`src/rtl/x_sram_arb.sv`:
```
// x_sram_arb: round-robin arbiter with burst lock in front of a single-port SRAM.
// Requester 0 = loader, 1 = compute read, 2 = write-back. Reads answer one cycle
// after their handshake on a shared rdata_o with a per-requester rvalid_o strobe.
module x_sram_arb #(
  parameter int unsigned NREQ     = 3,
  parameter int unsigned AW       = 9,
  parameter int unsigned DW       = 16,
  parameter int unsigned LOCK_MAX = 16
) (
  input  logic                 clk_i,
  input  logic                 rst_ni,
  input  logic [NREQ-1:0]      req_valid_i,
  output logic [NREQ-1:0]      req_ready_o,
  input  logic [NREQ-1:0]      req_we_i,
  input  logic [NREQ-1:0]      req_lock_i,
  input  logic [NREQ*AW-1:0]   req_addr_i,
  input  logic [NREQ*DW-1:0]   req_wdata_i,
  output logic [NREQ-1:0]      rvalid_o,
  output logic [DW-1:0]        rdata_o,
  output logic [AW-1:0]        sram_adr_o,
  output logic [DW-1:0]        sram_d_o,
  output logic                 sram_we_o,
  output logic                 sram_me_o,
  input  logic [DW-1:0]        sram_q_i
);

  localparam int unsigned IW = (NREQ > 1) ? $clog2(NREQ) : 1;
  localparam int unsigned CW = $clog2(LOCK_MAX + 1);

  localparam logic [0:0] ST_FREE   = 1'b0;
  localparam logic [0:0] ST_LOCKED = 1'b1;

  // Count value at which the next locked handshake forces a release.
  localparam logic [CW-1:0] CNT_LAST = CW'(LOCK_MAX - 1);

  logic [0:0]      state_q, state_d;
  logic [IW-1:0]   last_q, last_d;
  logic [IW-1:0]   owner_q, owner_d;
  logic [CW-1:0]   cnt_q, cnt_d;
  logic [NREQ-1:0] rvalid_q, rvalid_d;

  logic [NREQ-1:0] gnt;
  logic            hs;
  logic [IW-1:0]   win;
  int unsigned     idx;

  // Grant selection: locked owner only, otherwise round-robin after last_grant.
  always_comb begin
    gnt = '0;
    hs  = 1'b0;
    win = '0;
    idx = 0;
    if (!rst_ni) begin
      if (state_q == ST_LOCKED) begin
        if (req_valid_i[owner_q]) begin
          gnt[owner_q] = 1'b1;
          hs           = 1'b1;
          win          = owner_q;
        end
      end else begin
        for (int unsigned k = 1; k <= NREQ; k++) begin
          idx = (32'(last_q) + k) % NREQ;
          if (!hs && req_valid_i[idx]) begin
            gnt[idx] = 1'b1;
            hs       = 1'b1;
            win      = IW'(idx);
          end
        end
      end
    end
  end

  // Next-state: last grant, lock engage/release and read-response strobe.
  always_comb begin
    state_d  = state_q;
    last_d   = last_q;
    owner_d  = owner_q;
    cnt_d    = cnt_q;
    rvalid_d = '0;
    if (hs) begin
      last_d = win;
      if (!req_we_i[win]) begin
        rvalid_d[win] = 1'b1;
      end
    end
    if (state_q == ST_LOCKED) begin
      // Owner idle, owner drops lock, or burst limit all end the lock; the
      // owner is already last_grant, so round-robin skips it next.
      if (!req_valid_i[owner_q] || !req_lock_i[owner_q] || (cnt_q == CNT_LAST)) begin
        state_d = ST_FREE;
        cnt_d   = '0;
      end else begin
        cnt_d = cnt_q + CW'(1);
      end
    end else if (hs && req_lock_i[win] && (LOCK_MAX > 1)) begin
      state_d = ST_LOCKED;
      owner_d = win;
      cnt_d   = CW'(1);
    end
  end

  // State registers with synchronous active-high reset.
  always_ff @(posedge clk_i) begin
    if (rst_ni) begin
      state_q  <= ST_FREE;
      last_q   <= IW'(NREQ - 1);
      owner_q  <= '0;
      cnt_q    <= '0;
      rvalid_q <= '0;
    end else begin
      state_q  <= state_d;
      last_q   <= last_d;
      owner_q  <= owner_d;
      cnt_q    <= cnt_d;
      rvalid_q <= rvalid_d;
    end
  end

  // SRAM drive from the winner; everything is zero without a handshake.
  always_comb begin
    sram_me_o  = hs;
    sram_we_o  = 1'b0;
    sram_adr_o = '0;
    sram_d_o   = '0;
    if (hs) begin
      sram_we_o  = req_we_i[win];
      sram_adr_o = req_addr_i[32'(win)*AW +: AW];
      sram_d_o   = req_wdata_i[32'(win)*DW +: DW];
    end
  end

  assign req_ready_o = gnt;
  // Suppress a strobe from a read issued just before reset asserted.
  assign rvalid_o    = rst_ni ? '0 : rvalid_q;
  assign rdata_o     = sram_q_i;

endmodule
```
`config.mk`:
```
export PLATFORM = sky130hd
export DESIGN_NAME = x_sram_arb
export DESIGN_NICKNAME = d
export VERILOG_FILES = /design/src/rtl/x_sram_arb.sv
export SDC_FILE = /design/constraint.sdc
export NUM_CORES = 1
export LEC_CHECK = 0
export ABC_AREA = 1
export BUFFER_PORTS_ARGS = -buffer_cell sky130_fd_sc_hd__buf_2
export CAP_MARGIN = 20
export CELL_PAD_IN_SITES_DETAIL_PLACEMENT = 0
export CELL_PAD_IN_SITES_GLOBAL_PLACEMENT = 1
export CORE_MARGIN = 3
export CORE_UTILIZATION = 23
export CTS_CLUSTER_DIAMETER = 50
export DETAILED_ROUTE_END_ITERATION = 8
export PLACE_DENSITY = 0.82
export SLEW_MARGIN = 5
export SYNTH_ARGS = -nofsm -noshare
export SYNTH_HDL_FRONTEND = slang
export SYNTH_SLANG_ARGS = --single-unit
```
`constraint.sdc`:
```
create_clock -name clk_i -period 3 [get_ports clk_i]
set_clock_uncertainty 0.1 [all_clocks]
set_input_delay 0.3 -clock clk_i [delete_from_list [all_inputs] [get_ports clk_i]]
set_output_delay 0.3 -clock clk_i [all_outputs]
set_load 0.05 [all_outputs]
```
==> results of run 1 <==
timing repair:
item / 4_1_cts / 5_1_grt
endpoints found under the setup margin: 27 / 27
pin swaps: 1 / 9
resized for setup: 36 / 43
cloned: 1 / 2
hold buffers: 0 / 0
buffers inserted: 0 / 5
worst min-delay path by stage:
stage,endpoint
after floorplan,cnt_q[0]$_SDFFE_PP0P_
after global placement,cnt_q[4]$_SDFFE_PP0P_
after detailed placement,rvalid_q[1]$_SDFF_PP0_
after CTS,rvalid_q[1]$_SDFF_PP0_
after global routing,rvalid_q[1]$_SDFF_PP0_
final,rvalid_q[1]$_SDFF_PP0_
synth_stat cells (all sizes together):
library cell,instances,area share
buf,24,0.10
o21ai,3,0.0088
dfxtp,13,0.15
nand2,130,0.30
nand3,39,0.13
nor2,17,0.039
o31ai,1,0.0044
a21oi,10,0.038
a31oi,15,0.055
o221ai,2,0.010
xor2,1,0.0051
clkbuf,2,0.0044
inv,38,0.086
o211ai,2,0.0088
or2,1,0.0037
a22oi,1,0.0044
ha,6,0.044
sequential cells by signal, summed over array words and instances (netlist names):
register / cells
last_q: 2
cnt_q: 5
owner_q: 2
rvalid_q: 3
state_q: 1
power breakdown:
group          switching, mW  leakage (nW)  internal, mW  total [mW]
clock                 0.0684        0.0255        0.0918       0.160
combinational           2.29          1.29          1.10        3.39
sequential            0.0392         0.106         0.221       0.260
total                   2.40          1.42          1.41        3.81
worst reg2reg max path: cells and delay by family, from the launching register on:
family          cells  cell delay, ns
fa+ha+maj           1            0.30
simple gates       11            1.13
compound gates      1            0.19
buf+inv             3            0.30
flops               1            0.35
layer usage:
metal,global-route usage,wire length [um],up-vias
li1,-,-,1172
met1,0.1634,2575,1014
met2,0.2500,3200,99
met3,0.03199,522,4
met4,0.02228,41,0
met5,0,0,-
logic make-up after synthesis:
| group | count (synthesis) | synth area share |
|---|---|---|
| adders and majority gates | 6 | 0.04392 |
| buffers and inverters | 64 | 0.1933 |
| AOI/OAI and AO/OA | 34 | 0.1296 |
| DFF | 13 | 0.1523 |
| xor gates and xnor gates | 1 | 0.005125 |
| and+or+nand+nor | 187 | 0.4758 |
final cells by class:
cell class | instances | share of cell area
multi-input cells | 228 | 0.4837
repair buffers | 126 | 0.2875
flip-flops and latches | 13 | 0.09537
inverters | 38 | 0.06267
well taps | 96 | 0.04360
clock buffers | 3 | 0.01499
repair inverters | 3 | 0.01045
clock inverters | 1 | 0.001817
==> results.py, run 1 <==
metrics = {
    "clock_tree": {
        "cts_buffer_depth": 2,
        "clk_pin_slew_ns": 0.06,
        "cts-root-buf": "clkbuf_8",
        "htreeDepth": 1,
        "cts_tree": "yes",
        "cts_sinks": 13,
        "numCtsBuffers": 3,
        "insertion_delay_ns": 0.25,
    },
    "floorplanning": {
        "dieArea_mm2": 0.008502,
        "dieHeight_um": 92.21,
        "core_area_mm2": 0.006982,
        "io_pins": 151,
        "initial_core_util": 0.2448,
        "fp.dieW_um": 92.21,
        "rows": 30,
    },
    "min_path": {
        "hp-class": "primary input to flop",
        "whs_path_depth": 2,
        "hold_path_startpoint": "req_we_i[1]",
    },
    "worst_setup_path": {
        "end_kind": "primary output",
        "slowest_stage": "dfxtp_2",
        "worst_ep_arrival_time_ns": 2.52,
        "regToRegEndpoint": "owner_q[1]$_SDFFE_PP0P_",
        "worst_path_largest_cell_delay_ns": 0.35,
        "cp_max_fo": 14,
        "critPathMostFrequentCell": "nand3_2",
        "cp_top_family": "simple AND/OR/NAND/NOR gates",
        "crit_start": "last_q[0]$_SDFFE_PP0P_",
        "path_depth": 15,
        "start_kind": "flop",
        "cp_num_buf_inv": 4,
        "crit_required_ns": 2.60,
        "cp-endpoint": "sram_d_o[5]",
        "rr_startpoint": "last_q[0]$_SDFFE_PP0P_",
        "rrSetupSlack_ns": 0.53,
        "crit_chain": "inv_2 -> ha_4 -> inv_4 -> nand2_2 -> nand3_2 -> nand2_4 -> nand3_2 -> nand3_1 -> nand3_2 -> nand2_2 -> nand2_8 -> inv_6 -> nand2_1 -> a31oi_2 -> buf_6",
        "worstSetupPathType": "flop to primary output",
        "rr_worst_depth": 16,
    },
    "grt": {
        "track_usage": 0.1365,
        "grt_max_degree": 29,
        "grt_pass1_vias": 2067,
        "grt_pass1_wl_um": 9632,
        "grt_remaining_overflow": 0,
        "grt_antenna_before_repair": 0,
    },
    "layout": {
        "postLayoutCoreUtil": 0.3946,
        "final_common_cell": "nand2_1",
        "layout_common_cells": "nand2_1, buf_2, inv_1, nand3_1, buf_6",
        "fin_cells": 508,
        "drive_gt1_frac": 0.4587,
        "final_cell_area_mm2": 0.002755,
        "multiInputGateArea_mm2": 0.001333,
        "synthToLayoutAreaGrowth_pct": 61.20,
        "seq_area_um2": 262.8,
        "n_fill_cell": 758,
        "antennaDiodeCount": 0,
        "layout.nets": 521,
    },
    "place": {
        "placed_cell_area_mm2": 0.002354,
        "routabilityCongestion": 0.7577,
        "placed_cells": 496,
        "place_hpwl_um": 4683,
        "place_ws_ns": -0.03426,
        "io_buffers": 118,
    },
    "sta": {
        "slew_viol_final": 0,
        "rsz0062_at_grt": "yes",
        "finalSetupViolCount": 0,
        "relSlewSlack": 0.6216,
        "holdWs_ns": 0.1143,
        "tightest_slew_ns": 0.5670,
        "fmax_ghz": 0.3427,
        "hold_viol_final": 0,
        "finalCritPeriodShare": 0.9728,
        "fin_crit_ns": 2.918,
        "tns_ns": 0,
        "fin_ws_ns": 0.08158,
    },
    "status": {
        "outcome": "completed",
    },
    "yosys": {
        "syn-cell-area_mm2": 0.001709,
        "syn_avg_cell_area_um2": 5.604,
        "synthCells": 305,
        "synth.distinct_cells": 28,
        "seq_area_frac_synth": 0.1523,
        "ys_ff_latch": 13,
        "ys_warn_count": 0,
        "syn-num-nets": 413,
    },
    "route": {
        "routed_wl_um": 6340,
        "drt-pass1-iter-count": 4,
        "postRouteAntennaNets": 0,
        "vias": 2289,
        "drt-vias-per-instance": 4.506,
        "wl_per_cell_um": 12.48,
        "drt_iter0_markers": 64,
        "post-route-drc-count": 0,
    },
    "power_and_ir_drop": {
        "power_mw": 3.808,
        "p_leak_nw": 1.420,
        "ir_drop_mv": 0.8132,
        "power_density_mw_per_mm2": 1382,
    },
    "run": {
        "maxCapViolations": 0,
    },
}
No activity file was read; power rests on OpenSTA's default activity.
==> run 2: changes to the inputs <==
--- a/config.mk
+++ b/config.mk
@@ -10,7 +10,7 @@
 export CAP_MARGIN = 20
 export CELL_PAD_IN_SITES_DETAIL_PLACEMENT = 0
 export CELL_PAD_IN_SITES_GLOBAL_PLACEMENT = 1
-export CORE_MARGIN = 3
+export CORE_MARGIN = 5
 export CORE_UTILIZATION = 23
 export CTS_CLUSTER_DIAMETER = 50
 export DETAILED_ROUTE_END_ITERATION = 8
==> results.py, run 2 (same netlist as run 1, synthesis figures left out) <==
metrics = {
    "floorplanning": {
        "dieHeight_um": 96.21,
        "rows": 31,
        "dieArea_mm2": 0.009255,
        "initial_core_util": 0.2356,
        "core_area_mm2": 0.007253,
        "fp.dieW_um": 96.21,
        "io_pins": 151,
    },
    "route": {
        "vias": 2306,
        "wl_met2_um": 3336,
        "route.top_layer_used": "met4",
        "wl_per_cell_um": 12.86,
        "m1WireLength_um": 2623,
        "drt_iter0_markers": 74,
        "drt-vias-per-instance": 4.469,
        "postRouteAntennaNets": 0,
        "dr_wl_met3_um": 652,
        "routed_wl_um": 6635,
        "post-route-drc-count": 0,
        "drt-pass1-iter-count": 4,
    },
    "grt": {
        "grt_antenna_before_repair": 0,
        "grt_remaining_overflow": 0,
        "track_usage": 0.1306,
        "grt_pass1_wl_um": 9777,
        "grt_max_degree": 28,
        "grt_pass1_vias": 2208,
    },
    "worst_setup_path": {
        "crit_required_ns": 2.60,
        "start_kind": "flop",
        "cp_num_buf_inv": 5,
        "worst_path_largest_cell_delay_ns": 0.38,
        "worstSetupPathType": "flop to primary output",
        "end_kind": "primary output",
        "slowest_stage": "dfxtp_4",
        "cp_max_fo": 13,
        "worst_ep_arrival_time_ns": 2.53,
        "crit_chain": "inv_4 -> ha_4 -> inv_4 -> nand2_4 -> nand3_4 -> nand2_4 -> nand3_2 -> nand3_1 -> nand3_1 -> nand2_2 -> nand2_8 -> buf_12 -> inv_8 -> nand2_1 -> a31oi_2 -> buf_6",
        "cp_top_family": "simple AND/OR/NAND/NOR gates",
    },
    "layout": {
        "drive_gt1_frac": 0.4604,
        "synthToLayoutAreaGrowth_pct": 65.37,
        "largest_reg_flops": 5,
        "layout.nets": 526,
        "top_register": "cnt_q",
        "fin_cells": 516,
        "final_common_cell": "nand2_1",
        "layout_common_cells": "nand2_1, buf_2, nand3_1, inv_1",
        "final_cell_area_mm2": 0.002826,
        "reg_top3": "cnt_q x5, rvalid_q x3",
        "postLayoutCoreUtil": 0.3897,
        "antennaDiodeCount": 0,
    },
    "clock_tree": {
        "cts_tree": "yes",
        "cts_sinks": 13,
        "cts-root-buf": "clkbuf_8",
        "numCtsBuffers": 3,
        "clk_pin_slew_ns": 0.06,
        "insertion_delay_ns": 0.24,
        "cts_buffer_depth": 2,
        "hold_buffers": 0,
        "htreeDepth": 1,
    },
    "sta": {
        "fin_ws_ns": 0.07119,
        "tightest_slew_ns": 0.4368,
        "rsz0062_at_grt": "yes",
        "fin_crit_ns": 2.929,
        "relSlewSlack": 0.7085,
        "holdWs_ns": 0.1322,
        "finalCritPeriodShare": 0.9763,
        "fmax_ghz": 0.3414,
        "finalSetupViolCount": 0,
        "slew_viol_final": 0,
        "hold_viol_final": 0,
    },
    "place": {
        "placed_cells": 500,
        "io_buffers": 118,
        "place_hpwl_um": 4813,
        "place_ws_ns": -0.01567,
        "placed_cell_area_mm2": 0.002377,
        "routabilityCongestion": 0.8853,
    },
    "min_path": {
        "hp-class": "primary input to flop",
    },
    "run": {
        "maxCapViolations": 0,
    },
    "power_and_ir_drop": {
        "ir_drop_mv": 0.6111,
        "p_leak_nw": 1.451,
        "power_density_mw_per_mm2": 1389,
    },
    "status": {
        "outcome": "completed",
    },
}
[run 2: changes by cell type in the layout (fill, tap and decap cells not counted), sizes merged]
cell	before	now
clkinvlp	0	1
clkbuf	3	4
buf	126	130
clkinv	3	2
[run 2: path summary, 6_finish.rpt]
kind	startpoint	to	slack [ns]	depth (start not counted)
setup / recovery	last_q[0]$_SDFFE_PP0P_	sram_d_o[4]	0.07	16
hold / removal	req_we_i[1]	rvalid_q[1]$_SDFF_PP0_	0.13	2
setup reg to reg	last_q[0]$_SDFFE_PP0P_	owner_q[1]$_SDFFE_PP0P_	0.40	20
hold reg to reg	cnt_q[3]$_SDFFE_PP0P_	cnt_q[3]$_SDFFE_PP0P_	0.39	2
[run 2: layout make-up]
cell class                 instances  area (um2)
sequential                        13       265.3
clock buffer                       4       45.04
multi-input combinational        228        1321
timing repair buffer             130       859.6
tap                               99       123.9
inverter                          38       176.4
timing repair inverter             4       35.03
fill                             754        4427
[run 2: per-layer routing]
metal,GRT usage,vias to the layer above
li1,-,1179
met1,0.1554,1027
met2,0.2317,98
met3,0.04144,2
met4,0.02014,0
met5,0,-
[run 2: power by group]
part | total, mW | internal (mW) | leakage [nW] | switching (mW)
registers | 0.266 | 0.223 | 0.107 | 0.0435
clock network | 0.155 | 0.0937 | 0.0228 | 0.0608
logic | 3.50 | 1.19 | 1.32 | 2.31
[run 2: metrics by stage]
step                TNS (ns)  total power, mW
CTS                        0            3.511
floorplan                  0            2.503
global placement           0            3.006
global route         -0.4735            4.198
finish                     0            3.925
detailed placement  -0.03181            3.014
[run 2: what timing repair did]
action / CTS / global route
resized for setup: 42 / 38
pin swaps: 0 / 17
buffers inserted: 0 / 8
endpoints found under the setup margin: 26 / 27
cloned: 2 / 2
